[config.mk]
export PLATFORM = sky130hd
export DESIGN_NAME = dqn_cu_param_flat
export DESIGN_NICKNAME = d
export VERILOG_FILES = /design/src/rtl/dqn_cu_param_if.sv /design/src/rtl/dqn_cu_param.sv /design/src/flat_wrapper.sv
export SDC_FILE = /design/constraint.sdc
export NUM_CORES = 1
export LEC_CHECK = 0
export ABC_CLOCK_PERIOD_IN_PS = 5570
export BUFFER_PORTS_ARGS = -buffer_cell sky130_fd_sc_hd__buf_2
export CORE_MARGIN = 4
export CORE_UTILIZATION = 55
export DETAILED_ROUTE_END_ITERATION = 16
export GPL_TIMING_DRIVEN = 0
export PLACE_DENSITY = 0.85
export SYNTH_ARGS = -nofsm -noshare
export SYNTH_HDL_FRONTEND = slang
export SYNTH_SLANG_ARGS = --single-unit
[constraint.sdc]
create_clock -name clk -period 5.57 [get_ports clk]
set_clock_uncertainty 0.05 [all_clocks]
set_input_delay 0.8355 -clock clk [delete_from_list [all_inputs] [get_ports clk]]
set_output_delay 0.8355 -clock clk [all_outputs]
set_load 0.02 [all_outputs]
[src/rtl/dqn_cu_param_if.sv]
// Control/status bundle for dqn_cu_param: start/hold/st1 in, phase, step and episode counters plus event pulses out.
// With DQN_CU_GOALCNT_EN defined the bundle also carries goal_count.
interface dqn_cu_param_if #(
  parameter int CTRL_W  = 4,
  parameter int STEP_W  = 4,
  parameter int EP_W    = 12,
  parameter int STATE_W = 4
);
  logic               start;
  logic               hold;
  logic [STATE_W-1:0] st1;
  logic [CTRL_W-1:0]  controller;
  logic [STEP_W-1:0]  step;
  logic [EP_W-1:0]    episode;
  logic               step_tick;
  logic               episode_end;
  logic               goal_hit;
  logic               busy;
  logic               done;
`ifdef DQN_CU_GOALCNT_EN
  logic [EP_W-1:0]    goal_count;

  modport master (
    output start, hold, st1,
    input  controller, step, episode, step_tick, episode_end, goal_hit, busy, done, goal_count
  );
  modport slave (
    input  start, hold, st1,
    output controller, step, episode, step_tick, episode_end, goal_hit, busy, done, goal_count
  );
`else
  modport master (
    output start, hold, st1,
    input  controller, step, episode, step_tick, episode_end, goal_hit, busy, done
  );
  modport slave (
    input  start, hold, st1,
    output controller, step, episode, step_tick, episode_end, goal_hit, busy, done
  );
`endif
endinterface

[src/rtl/dqn_cu_param.sv]
// DQN training control unit: sequences phase, step-in-episode and episode counters; halts in DONE after MAX_EP episodes.
// Optional DQN_CU_GOALCNT_EN adds a goal_count output counting goal-terminated episodes.
module dqn_cu_param #(
  parameter int PHASES     = 10,
  parameter int CTRL_W     = 4,
  parameter int STEP_W     = 4,
  parameter int MAX_STEP   = 15,
  parameter int EP_W       = 12,
  parameter int MAX_EP     = 4095,
  parameter int STATE_W    = 4,
  parameter int GOAL_STATE = 9
) (
  input logic           clk,
  input logic           rst,
  dqn_cu_param_if.slave bus
);

  localparam logic [CTRL_W-1:0]  LP_PHASES  = CTRL_W'(PHASES);
  localparam logic [STEP_W-1:0]  LP_MAXSTEP = STEP_W'(MAX_STEP);
  localparam logic [EP_W-1:0]    LP_LASTEP  = EP_W'(MAX_EP - 1);
  localparam logic [EP_W-1:0]    LP_MAXEP   = EP_W'(MAX_EP);
  localparam logic [STATE_W-1:0] LP_GOAL    = STATE_W'(GOAL_STATE);

  typedef enum logic [1:0] {S_IDLE, S_RUN, S_DONE} state_t;

  state_t            r_state,    w_state;
  logic [CTRL_W-1:0] r_ctrl,     w_ctrl;
  logic [STEP_W-1:0] r_step,     w_step;
  logic [EP_W-1:0]   r_ep,       w_ep;
  logic              r_tick,     w_tick;
  logic              r_ep_end,   w_ep_end;
  logic              r_goal_hit, w_goal_hit;
`ifdef DQN_CU_GOALCNT_EN
  logic [EP_W-1:0]   r_gc,       w_gc;
`endif

  logic w_goal;
  assign w_goal = (bus.st1 == LP_GOAL);

  always_ff @(posedge clk) begin
    if (rst) begin
      r_state    <= S_IDLE;
      r_ctrl     <= '0;
      r_step     <= '0;
      r_ep       <= '0;
      r_tick     <= 1'b0;
      r_ep_end   <= 1'b0;
      r_goal_hit <= 1'b0;
`ifdef DQN_CU_GOALCNT_EN
      r_gc       <= '0;
`endif
    end else begin
      r_state    <= w_state;
      r_ctrl     <= w_ctrl;
      r_step     <= w_step;
      r_ep       <= w_ep;
      r_tick     <= w_tick;
      r_ep_end   <= w_ep_end;
      r_goal_hit <= w_goal_hit;
`ifdef DQN_CU_GOALCNT_EN
      r_gc       <= w_gc;
`endif
    end
  end

  always_comb begin
    w_state    = r_state;
    w_ctrl     = r_ctrl;
    w_step     = r_step;
    w_ep       = r_ep;
    w_tick     = 1'b0;
    w_ep_end   = 1'b0;
    w_goal_hit = 1'b0;
`ifdef DQN_CU_GOALCNT_EN
    w_gc       = r_gc;
`endif
    case (r_state)
      S_IDLE: begin
        w_ctrl = '0;
        if (bus.start) begin
          w_state = S_RUN;
          w_ctrl  = CTRL_W'(1);
        end
      end
      S_RUN: begin
        if (!bus.hold) begin
          if (r_ctrl != LP_PHASES) begin
            w_ctrl = r_ctrl + 1'b1;
          end else begin
            w_ctrl = CTRL_W'(1);
            w_tick = 1'b1;
            if ((r_step == LP_MAXSTEP) || w_goal) begin
              w_step     = '0;
              w_ep       = r_ep + 1'b1;
              w_ep_end   = 1'b1;
              w_goal_hit = w_goal;
`ifdef DQN_CU_GOALCNT_EN
              if (w_goal) w_gc = r_gc + 1'b1;
`endif
              // Final episode: pulses still fire on this edge, counters park in DONE.
              if (r_ep == LP_LASTEP) begin
                w_ep    = LP_MAXEP;
                w_state = S_DONE;
                w_ctrl  = '0;
              end
            end else begin
              w_step = r_step + 1'b1;
            end
          end
        end
      end
      S_DONE: begin
        w_state = S_DONE;
      end
      default: begin
        w_state = S_IDLE;
        w_ctrl  = '0;
      end
    endcase
  end

  assign bus.controller  = r_ctrl;
  assign bus.step        = r_step;
  assign bus.episode     = r_ep;
  assign bus.step_tick   = r_tick;
  assign bus.episode_end = r_ep_end;
  assign bus.goal_hit    = r_goal_hit;
  assign bus.busy        = (r_state == S_RUN);
  assign bus.done        = (r_state == S_DONE);
`ifdef DQN_CU_GOALCNT_EN
  assign bus.goal_count  = r_gc;
`endif

endmodule

[src/flat_wrapper.sv]
// flat-port wrapper written by rule: the top's interface ports become plain ports
module dqn_cu_param_flat 
#(
  parameter int PHASES     = 10,
  parameter int CTRL_W     = 4,
  parameter int STEP_W     = 4,
  parameter int MAX_STEP   = 15,
  parameter int EP_W       = 12,
  parameter int MAX_EP     = 4095,
  parameter int STATE_W    = 4,
  parameter int GOAL_STATE = 9
)
  (clk, rst, bus_start, bus_hold, bus_st1, bus_controller, bus_step, bus_episode, bus_step_tick, bus_episode_end, bus_goal_hit, bus_busy, bus_done);
  dqn_cu_param_if #(.CTRL_W(CTRL_W), .STEP_W(STEP_W), .EP_W(EP_W), .STATE_W(STATE_W)) bus_i ();
  input logic clk;
  input logic rst;
  input wire logic [$bits(bus_i.start)-1:0] bus_start;
  input wire logic [$bits(bus_i.hold)-1:0] bus_hold;
  input wire logic [$bits(bus_i.st1)-1:0] bus_st1;
  output wire logic [$bits(bus_i.controller)-1:0] bus_controller;
  output wire logic [$bits(bus_i.step)-1:0] bus_step;
  output wire logic [$bits(bus_i.episode)-1:0] bus_episode;
  output wire logic [$bits(bus_i.step_tick)-1:0] bus_step_tick;
  output wire logic [$bits(bus_i.episode_end)-1:0] bus_episode_end;
  output wire logic [$bits(bus_i.goal_hit)-1:0] bus_goal_hit;
  output wire logic [$bits(bus_i.busy)-1:0] bus_busy;
  output wire logic [$bits(bus_i.done)-1:0] bus_done;
  assign bus_i.start = bus_start;
  assign bus_i.hold = bus_hold;
  assign bus_i.st1 = bus_st1;
  assign bus_controller = bus_i.controller;
  assign bus_step = bus_i.step;
  assign bus_episode = bus_i.episode;
  assign bus_step_tick = bus_i.step_tick;
  assign bus_episode_end = bus_i.episode_end;
  assign bus_goal_hit = bus_i.goal_hit;
  assign bus_busy = bus_i.busy;
  assign bus_done = bus_i.done;
  dqn_cu_param #(.PHASES(PHASES), .CTRL_W(CTRL_W), .STEP_W(STEP_W), .MAX_STEP(MAX_STEP), .EP_W(EP_W), .MAX_EP(MAX_EP), .STATE_W(STATE_W), .GOAL_STATE(GOAL_STATE)) u_core (.clk(clk), .rst(rst), .bus(bus_i));
endmodule
# Yosys cells after proc, flatten, opt, wreduce, memory -nomap -nowiden
# Index checks and enable logic that the tools add are counted.
# op_classes
add_sub_neg,3
mul,0
n_div,0
magnitude_cmp,0
eq_ne,11
n_shift,0
muxes,16
bitwise,5
n_reduce_logical,9
# ops
op,n
2-to-1 mux 4 bit,4
adder 12 x 1 -> 12 bit (second input constant),1
equality test 12 bit (second input constant),1
2-to-1 mux 12 bit,1
case mux 4 bit (3 select lines),1
2-to-1 mux 2 bit,5
adder 4 x 1 -> 4 bit (second input constant),2
equality test 4 bit (second input constant),2
inequality test 2 bit (second input constant),3
case mux 2 bit (3 select lines),1
inverter 1 bit,5
AND reduction 5 bit,1
OR reduction 5 bit,1
2-to-1 mux 1 bit,4
inequality test 2 x 1 -> 1 bit (second input constant),2
inequality test 4 bit (second input constant),1
AND reduction 4 bit,1
OR reduction 4 bit,1
AND reduction 3 bit,1
OR reduction 3 bit,1
equality test 2 x 1 -> 1 bit (second input constant),1
equality test 2 bit (second input constant),1
logical NOT 2 bit,1
AND reduction 2 bit,1
logical OR 1 bit,1
# word_totals
register_bits,25
latchBits,0
ram_bits,0
romBits,0
in_bits,8
output_inout_bits,25
mem_count,0

# Longest topological paths before layout
# Gate-level depths: netlist of the first run.
# logic_depth
ltp_word,6
depth_mapped,8
depth_no_buf,6

# Worst setup path before layout of the first run
# No wires, ideal clock.
# synth_path
kind,input-to-reg
start,in bus_st1[2]
end,"reg u_core.r_ep[3], in the netlist u_core.bus.episode[3]"
setup_ns,0.144
arrival_ns,1.929
required_ns,5.376
path_slack_ns,3.447
cell_stages,4
cell_sequence,nand4bb_1 > a211o_2 > nor2_1 > a221oi_1
# synth_via
elab_chain_len,3
# synth_rtl
element,line,source
"start, declared",flat_wrapper.sv:19,input wire logic [$bits(bus_i.st1)-1:0] bus_st1;
equality test 4 bit,dqn_cu_param.sv:38,assign w_goal = (bus.st1 == LP_GOAL);
logical OR 1 bit,dqn_cu_param.sv:92,if ((r_step == LP_MAXSTEP) || w_goal) begin
AND reduction 4 bit (no line),n/a,
"end signal, assigned",dqn_cu_param.sv:56,r_ep <= w_ep;
"end, declared",dqn_cu_param.sv:29,"logic [EP_W-1:0] r_ep, w_ep;"
# No other way between the ends.
# A chain may end at the register's enable or synchronous reset.

# Worst setup path after layout of the first run
# layout_path
start,in bus_st1[2]
end,"reg u_core.r_ep[7], in the netlist u_core.bus.episode[7]"
# Same word-level chain as after synthesis.

==> flow_summary.toml, run 1 <==
[power]
p_leak_nw = 0.726
power_density_nw_per_um2 = 255
irDropWorstVdd_mv = 0.296

[clocking]
cts_setup_buffers = 0
cts_buffers = 3
hold_buffers = 0
cts.clk_slew.worst_paths_ns = 0.14
cts_buffer_depth = 2
clkLatencyLatePin_ns = 0.33
cts-root-buf = "clkbuf_4"
cts.sinks = 25
htree_levels = 1
cts_tree = "done"
ctsResizeCount = 0

[finish]
instances_no_fill = 231
area_growth_pct = 15.8
final_area_um2 = 1650
final_cell_mix = "buf_2, dfxtp_1, inv_1"
drive_gt1_frac = 0.239
final_common_cell = "buf_2"
n_antenna_cell = 0
final_nets = 219

[logic_synthesis]
avgSynthCellArea_um2 = 8.64
synth_ff_type = "dfxtp_1"
synthXorXnorAreaFrac = 0.00615
synth_top_area_frac = 0.351
synth_compound_area_frac = 0.206
synthMuxAreaShare = 0.0140
ys_seq_area_frac = 0.351
yosysTopAreaCell = "dfxtp_1"
yosysUniqueCellTypes = 42
async_reset_ff_frac = 0
synth-warning-count = 0
synth_simple_gate_area_frac = 0.274
synth_seq_cells = 25
synth_top_family_by_area = "simple AND/OR/NAND/NOR gates"
synth_edf_count = 0
synth_adder_area_share = 0.0790
synthesis.area_um2 = 1430
synth_area_leaders = "dfxtp_1, ha_1, a21oi_1"
synth_fp_nets = 182
syn-instance-count = 165

[routing]
drtIter0Drc = 57
drt_pass1_iterations = 6
totalWireLength_mm = 3.34
vias = 1419
final_antenna_net_count = 0
wl_per_cell_um = 14.5
vias_per_cell = 6.14
drc = 0

[die]
die_area_um2 = 3470
die_x_um = 58.9
pin_count = 33
num_rows = 18
initial_utilization = 0.575
die_h_um = 58.9
design.core.area_um2 = 2480

[critical_path]
cp_data_required_time_ns = 5.72
r2r_start = "u_core.bus.step[0]"
worst-path-max-fanout = 7
reg2reg_depth = 5
r2r_setup_slack_ns = 3.49
arrival_ns = 2.39
reg2reg_to = "u_core.bus.episode[7]"
critPathKind = "in2reg"
crit_path_start_kind = "primary input"
endpoint_kind = "register"

[sta]
slew_viol_final = 0
setup_viol = 0
hold_violations = 0
slew-limit-headroom = 0.660
setup_tns_ns = 0
whs_ns = 0.445
tightest_slew_ns = 0.509
clock.fmax_ghz = 0.447
rsz0062_at_grt = "false"
finalCritPeriodShare = 0.402
period_needed_ns = 2.24
fin_ws_ns = 3.33

[place]
port_buffers = 32
post-place-ws_ns = 3.02
post-dp-hpwl_mm = 2.54
place.gp.congestion = 0.885
placed_cells = 227
placed_area_um2 = 1620

[global_routing]
grt_overflow = 0
grt_use_total = 0.209
antenna_found_initial = 0
grt_pass1_wl_mm = 5.65
grt_max_degree = 15
grt_pass1_vias = 1318

[run_status]
status = "finished clean"

[hold_path]
hold_start = "u_core.r_state[0]"
min_to = "u_core.r_state[0]"
hold_depth = 2
hold_path.class = "reg2reg"

[flow_run]
cap_violations = 0
[logic make-up (layout without fill, tap and decap cells)]
group / count (synthesis) / in the layout
AOI/OAI and AO/OA: 45 / 45
and+or+nand+nor: 64 / 64
muxes: 2 / 2
buffers and inverters: 19 / 55
adders and majority gates: 9 / 9
xor gates and xnor gates: 1 / 1
DFF: 25 / 25
[critical path, cell delays in order]
cell and delay (ns):
buf_2 0.10, nand4bb_1 0.38, a211o_2 0.45, nor2_1 0.43
a221oi_1 0.19
[sequential cells by signal, summed over array words and instances (netlist names)]
| signal | count |
|---|---|
| u_core.bus.step | 4 |
| u_core.bus.episode | 12 |
| u_core.bus.goal_hit | 1 |
| u_core.bus.controller | 4 |
| u_core.r_state | 2 |
| u_core.bus.step_tick | 1 |
| u_core.bus.episode_end | 1 |
[worst max path at each step]
| stage | start | end | depth (start not counted) |
|---|---|---|---|
| global route | bus_st1[2] | u_core.bus.episode[9] | 5 |
| floorplan | bus_st1[2] | u_core.bus.episode[3] | 4 |
| detailed placement | bus_st1[2] | u_core.bus.episode[7] | 5 |
| global placement | bus_st1[2] | u_core.bus.episode[7] | 5 |
| CTS | bus_st1[2] | u_core.bus.episode[7] | 5 |
| finish | bus_st1[2] | u_core.bus.episode[7] | 5 |
[cell type report]
class,instances,area (µm²)
clock inverter,1,5.00
tap,30,37.5
sequential,25,500
timing repair buffer,32,160
fill,219,827
buffer,5,46.3
multi-input combinational,121,826
clock buffer,3,22.5
inverter,14,52.6
[power by group]
part	total [mW]	internal (mW)	leakage, nW	switching [mW]
Clock	0.0841	0.0270	0.0177	0.0570
Combinational	0.138	0.0587	0.506	0.0797
Sequential	0.199	0.189	0.202	0.00958
Total	0.421	0.275	0.726	0.146
[routing by layer]
layer	vias to the layer above	track usage	wire, µm
li1	685	-	-
met1	676	0.256	1430
met2	53	0.349	1660
met3	5	0.0285	200
met4	0	0.117	52
met5	-	0	0
[cell usage after synthesis, types with 2 or more instances]
cell type,number
dfxtp_1,25
inv_1,14
a21oi_1,13
nand2_1,12
nor2_1,12
o21ai_0,10
ha_1,9
nand3_1,7
nor3_1,6
a211oi_1,5
a221oi_1,5
a31oi_1,5
or3_1,4
and3_1,3
and2_1,2
and4_1,2
buf_6,2
mux2i_1,2
nand4_1,2
nor4_1,2
o41ai_1,2
[per-stage QoR]
step	power (mW)	util
final	0.421	0.666
after CTS	0.424	0.666
after detailed placement	0.340	0.655
after global routing	0.448	0.666
after floorplan	0.305	-
after global placement	0.329	0.655
(Power assumes the default switching activity.)
==> run 2, diff against run 1 <==
ABC_CLOCK_PERIOD_IN_PS = 1800   (was 5570)
CORE_UTILIZATION = 48   (was 55)
PLACE_DENSITY = 0.79   (was 0.85)
clock period = 1.8 ns   (was 5.57 ns; I/O delays follow)
==> flow_summary.toml, run 2 (synthesis results as in run 1) <==
[run_status]
status = "finished clean"

[critical_path]
worst-path-max-fanout = 5
crit_path_start_kind = "register"
endpoint_kind = "register"
cp_data_required_time_ns = 1.96
reg2reg_depth = 5
crit_chain = "ha_2, nand3_4, a211o_4, o41ai_4, a21oi_1"
critPathKind = "reg2reg"
arrival_ns = 1.89
cp_slowest_stage_delay_ns = 0.40
slowest_stage = "a211o_4"

[place]
port_buffers = 32
placed_area_um2 = 1640
post-dp-hpwl_mm = 2.53
place.gp.congestion = 0.900
post-place-ws_ns = -0.184

[finish]
drive_gt1_frac = 0.400
largest_register_ffs = 12
fillCellCount = 240
final_common_cell = "buf_2"
final_area_um2 = 1880
area_growth_pct = 32.2
n_antenna_cell = 0
final_cell_mix = "buf_2, buf_4, dfxtp_1"
final_nets = 233

[power]
p_total_mw = 1.37
p_leak_nw = 0.821
irDropWorstVdd_mv = 0.568
power_density_nw_per_um2 = 726

[routing]
vias = 1453
drt_pass1_iterations = 4
final_antenna_net_count = 0
vias_per_cell = 5.91
drtIter0Drc = 62
totalWireLength_mm = 3.68
drc = 0
wl_per_cell_um = 15.0

[clocking]
cts_buffer_depth = 2
cts_tree = "done"
clkLatencyLatePin_ns = 0.32
hold_buffers = 0
cts.sinks = 25
cts.clk_slew.worst_paths_ns = 0.13
cts_buffers = 3
cts-root-buf = "clkbuf_4"
htree_levels = 1

[sta]
tightest_slew_ns = 0.512
clock.fmax_ghz = 0.579
hold_violations = 0
period_needed_ns = 1.73
rsz0062_at_grt = "false"
slew-limit-headroom = 0.659
slew_viol_final = 0
setup_viol = 0
finalCritPeriodShare = 0.960
fin_ws_ns = 0.0723

[hold_path]
hold_depth = 3
hold_path.class = "in2reg"

[global_routing]
grt_max_degree = 14
grt_use_total = 0.184
grt_pass1_wl_mm = 6.07
grt_overflow = 0
grt_pass1_vias = 1343
antenna_found_initial = 0

[die]
num_rows = 19
die_x_um = 62.5
pin_count = 33
die_h_um = 62.5
die_area_um2 = 3910
initial_utilization = 0.508
design.core.area_um2 = 2810

[flow_run]
cap_violations = 0
==> run 2: cell types whose count changed in the layout (fill, tap and decap cells not counted), sizes merged <==
cell / delta
buf: +14
clkinv: -1
clkbuf: +1
==> run 2: per-stage QoR <==
stage          instances   util  hold slack [ns]  setup TNS (ns)
2_1_floorplan        165      -            0.375         -0.0223
3_3_place_gp         228  0.586            0.410          -0.150
3_5_place_dp         228  0.586            0.418          -0.885
4_1_cts              236  0.620            0.172               0
5_1_grt              246  0.672            0.163               0
6_report             246  0.672            0.166               0
==> run 2: area by class of cell <==
type                    instances  area, µm²  share of cell area
plain buffers                   4       35.0              0.0186
clock buffers                   4       26.3              0.0139
inverters                      14       52.6              0.0279
multi-input cells             121        941               0.499
flip-flops and latches         25        520               0.276
well taps                      31       38.8              0.0206
repair buffers                 47        270               0.143
==> run 2: worst max-delay path: cells and delay by family (launching register included) <==
kind / cells / cell delay, ns
AOI/OAI and AO/OA: 3 / 0.86
DFF: 1 / 0.39
adders and majority gates: 1 / 0.22
and+or+nand+nor: 1 / 0.12
==> run 2: per-layer routing <==
layer / up-vias / track usage / part of all wire
li1: 711 / - / -
met2: 46 / 0.334 / 0.50
met4: 0 / 0.0551 / 0.014
met5: - / 0 / 0
met3: 6 / 0.0270 / 0.049
met1: 690 / 0.223 / 0.44
==> run 2: worst paths after layout <==
| check | startpoint | end | slack, ns |
|---|---|---|---|
| worst max-delay path | u_core.bus.step[0] | u_core.bus.episode[6] | 0.07 |
| worst min-delay path | rst | u_core.bus.controller[0] | 0.17 |
| worst max register to register | u_core.bus.step[0] | u_core.bus.episode[6] | 0.07 |
| worst min register to register | u_core.bus.step[1] | u_core.bus.step[1] | 0.44 |
==> run 2: power breakdown <==
part           leakage (nW)  internal, mW  total, mW  switching [mW]
sequential            0.207         0.587      0.615          0.0278
combinational         0.599         0.237      0.502           0.264
clock                0.0150        0.0867      0.252           0.165
==> run 2: timing repair <==
action                                  in CTS  in global routing
pin swaps                                    4                  8
resized for setup                           13                 16
gates cloned                                 0                  1
endpoints found under the setup margin       9                 10
buffers inserted                             5                  9
==> run 3, diff against run 2 <==
CORE_ASPECT_RATIO = 0.6   (was unset)
CORE_UTILIZATION = 39   (was 48)
PLACE_DENSITY = 0.67   (was 0.79)
==> flow_summary.toml, run 3 (synthesis results as in run 1) <==
[finish]
n_antenna_cell = 0
final_nets = 239
final_core_util = 0.590
seqCellArea_um2 = 522
largest_register_ffs = 12
drive_gt1_frac = 0.448
final_common_cell = "buf_2"
fillCellCount = 299
multi_input_area_um2 = 953
area_growth_pct = 40.1
final_cell_mix = "buf_2, buf_4, a21oi_1, dfxtp_1"

[critical_path]
cp_num_buf_inv = 3
critPathKind = "reg2reg"
cp_data_required_time_ns = 1.94
crit_path_start_kind = "register"
arrival_ns = 1.91
critical-path-top-delay-family = "compound AO/OA/AOI/OAI gates"
slowest_stage = "dfxtp_4"
reg2reg_depth = 8
reg2reg_to = "u_core.bus.episode[5]"
r2r_setup_slack_ns = 0.03
worst-path-max-fanout = 4
cp_slowest_stage_delay_ns = 0.37
endpoint_kind = "register"
crit_chain = "inv_4, ha_4, nand4b_4, buf_6, a211oi_4, buf_4, o21ai_0, a221oi_1"
r2r_start = "u_core.bus.controller[0]"

[routing]
final_antenna_net_count = 0
drt_pass1_iterations = 4
vias = 1501
vias_per_cell = 5.64
wl_per_cell_um = 15.9
drtIter0Drc = 74
totalWireLength_mm = 4.24
drc = 0

[clocking]
cts_buffers = 3
cts.clk_slew.worst_paths_ns = 0.09
cts.sinks = 25
cts_buffer_depth = 2
htree_levels = 1
hold_buffers = 0
cts-root-buf = "clkbuf_8"
clkLatencyLatePin_ns = 0.28
cts_tree = "done"

[hold_path]
hold_depth = 3
hold_path.class = "in2reg"
hold_start = "rst"
min_to = "u_core.bus.controller[0]"

[die]
design.core.area_um2 = 3380
die_x_um = 86.0
die_h_um = 54.8
pin_count = 33
die_area_um2 = 4720
initial_utilization = 0.421
num_rows = 16

[global_routing]
grt_overflow = 0
grt_pass1_vias = 1363
antenna_found_initial = 0
grt_pass1_wl_mm = 6.32
grt_use_total = 0.172
grt_max_degree = 15

[power]
p_sw_mw = 0.531
power_density_nw_per_um2 = 775
comb_power_share = 0.359
p_leak_nw = 0.854
seq_power_share = 0.408
irDropWorstVdd_mv = 0.791
internal-power_mw = 1.02
p_clk_frac = 0.233
p_sw_frac = 0.343

[place]
place.gp.congestion = 0.895
post-place-ws_ns = -0.108
post-dp-hpwl_mm = 2.76
port_buffers = 32

[flow_run]
cap_violations = 0

[sta]
period_needed_ns = 1.77
slew_viol_final = 0
finalCritPeriodShare = 0.982
setup_viol = 0
whs_ns = 0.221
clock.fmax_ghz = 0.566
hold_violations = 0
slew-limit-headroom = 0.649
rsz0062_at_grt = "true"
setup_tns_ns = 0
fin_ws_ns = 0.0323
tightest_slew_ns = 0.527

[run_status]
status = "finished clean"
==> run 3: area by class of cell <==
class	instances	share of cell area
timing repair buffer	53	0.163
inverter	14	0.0276
tap	45	0.0282
clock buffer	3	0.0207
buffer	4	0.0194
clock inverter	1	0.00251
multi-input combinational	121	0.477
sequential	25	0.261
==> run 3: routing by layer <==
| metal | track usage | wire length (µm) |
|---|---|---|
| met3 | 0.0451 | 382 |
| met5 | 0 | 0 |
| met4 | 0.0395 | 21 |
| met1 | 0.223 | 1920 |
| met2 | 0.290 | 1910 |
==> run 3: how the worst max path moves through the flow <==
stage                                   startpoint               endpoint  slack (ns)  depth (start not counted)
after floorplan           u_core.bus.controller[0]     u_core.bus.step[3]       -0.02                          6
after global placement                  bus_st1[2]  u_core.bus.episode[7]       -0.04                          6
after detailed placement                bus_st1[2]  u_core.bus.episode[7]       -0.11                          6
after CTS                    u_core.bus.episode[0]  u_core.bus.episode[3]       0.001                          8
after global routing      u_core.bus.controller[0]  u_core.bus.episode[2]       -0.06                          8
final                     u_core.bus.controller[0]  u_core.bus.episode[5]        0.03                          8
==> run 3: tightest hold or removal path: cells and delay by family <==
kind	cells	cell delay [ns]
AOI/OAI and AO/OA	2	0.14
buffers and inverters	1	0.11
==> run 3: what timing repair did <==
action / in CTS / in global routing
endpoints found under the setup margin: 11 / 14
pin swaps: 5 / 8
resized for setup: 15 / 29
endpoints found under the hold margin: 0 / 0
buffers inserted: 10 / 11
==> run 3: per-stage QoR <==
step | total power [mW] | instances | cell area (µm²)
global route | 1.62 | 266 | 2000
finish | 1.55 | 266 | 2000
floorplan | 0.966 | 165 | 1440
detailed placement | 1.07 | 242 | 1660
global placement | 1.04 | 242 | 1660
CTS | 1.43 | 255 | 1820
==> run 3: power by group through the flow <==
stage | Clock [mW] | Sequential [mW] | Combinational [mW]
2_1_floorplan | 0 | 0.643 | 0.323
3_3_place_gp | 0 | 0.630 | 0.412
3_5_place_dp | 0 | 0.634 | 0.433
4_1_cts | 0.359 | 0.623 | 0.445
5_1_grt | 0.377 | 0.636 | 0.603
6_report | 0.361 | 0.631 | 0.556
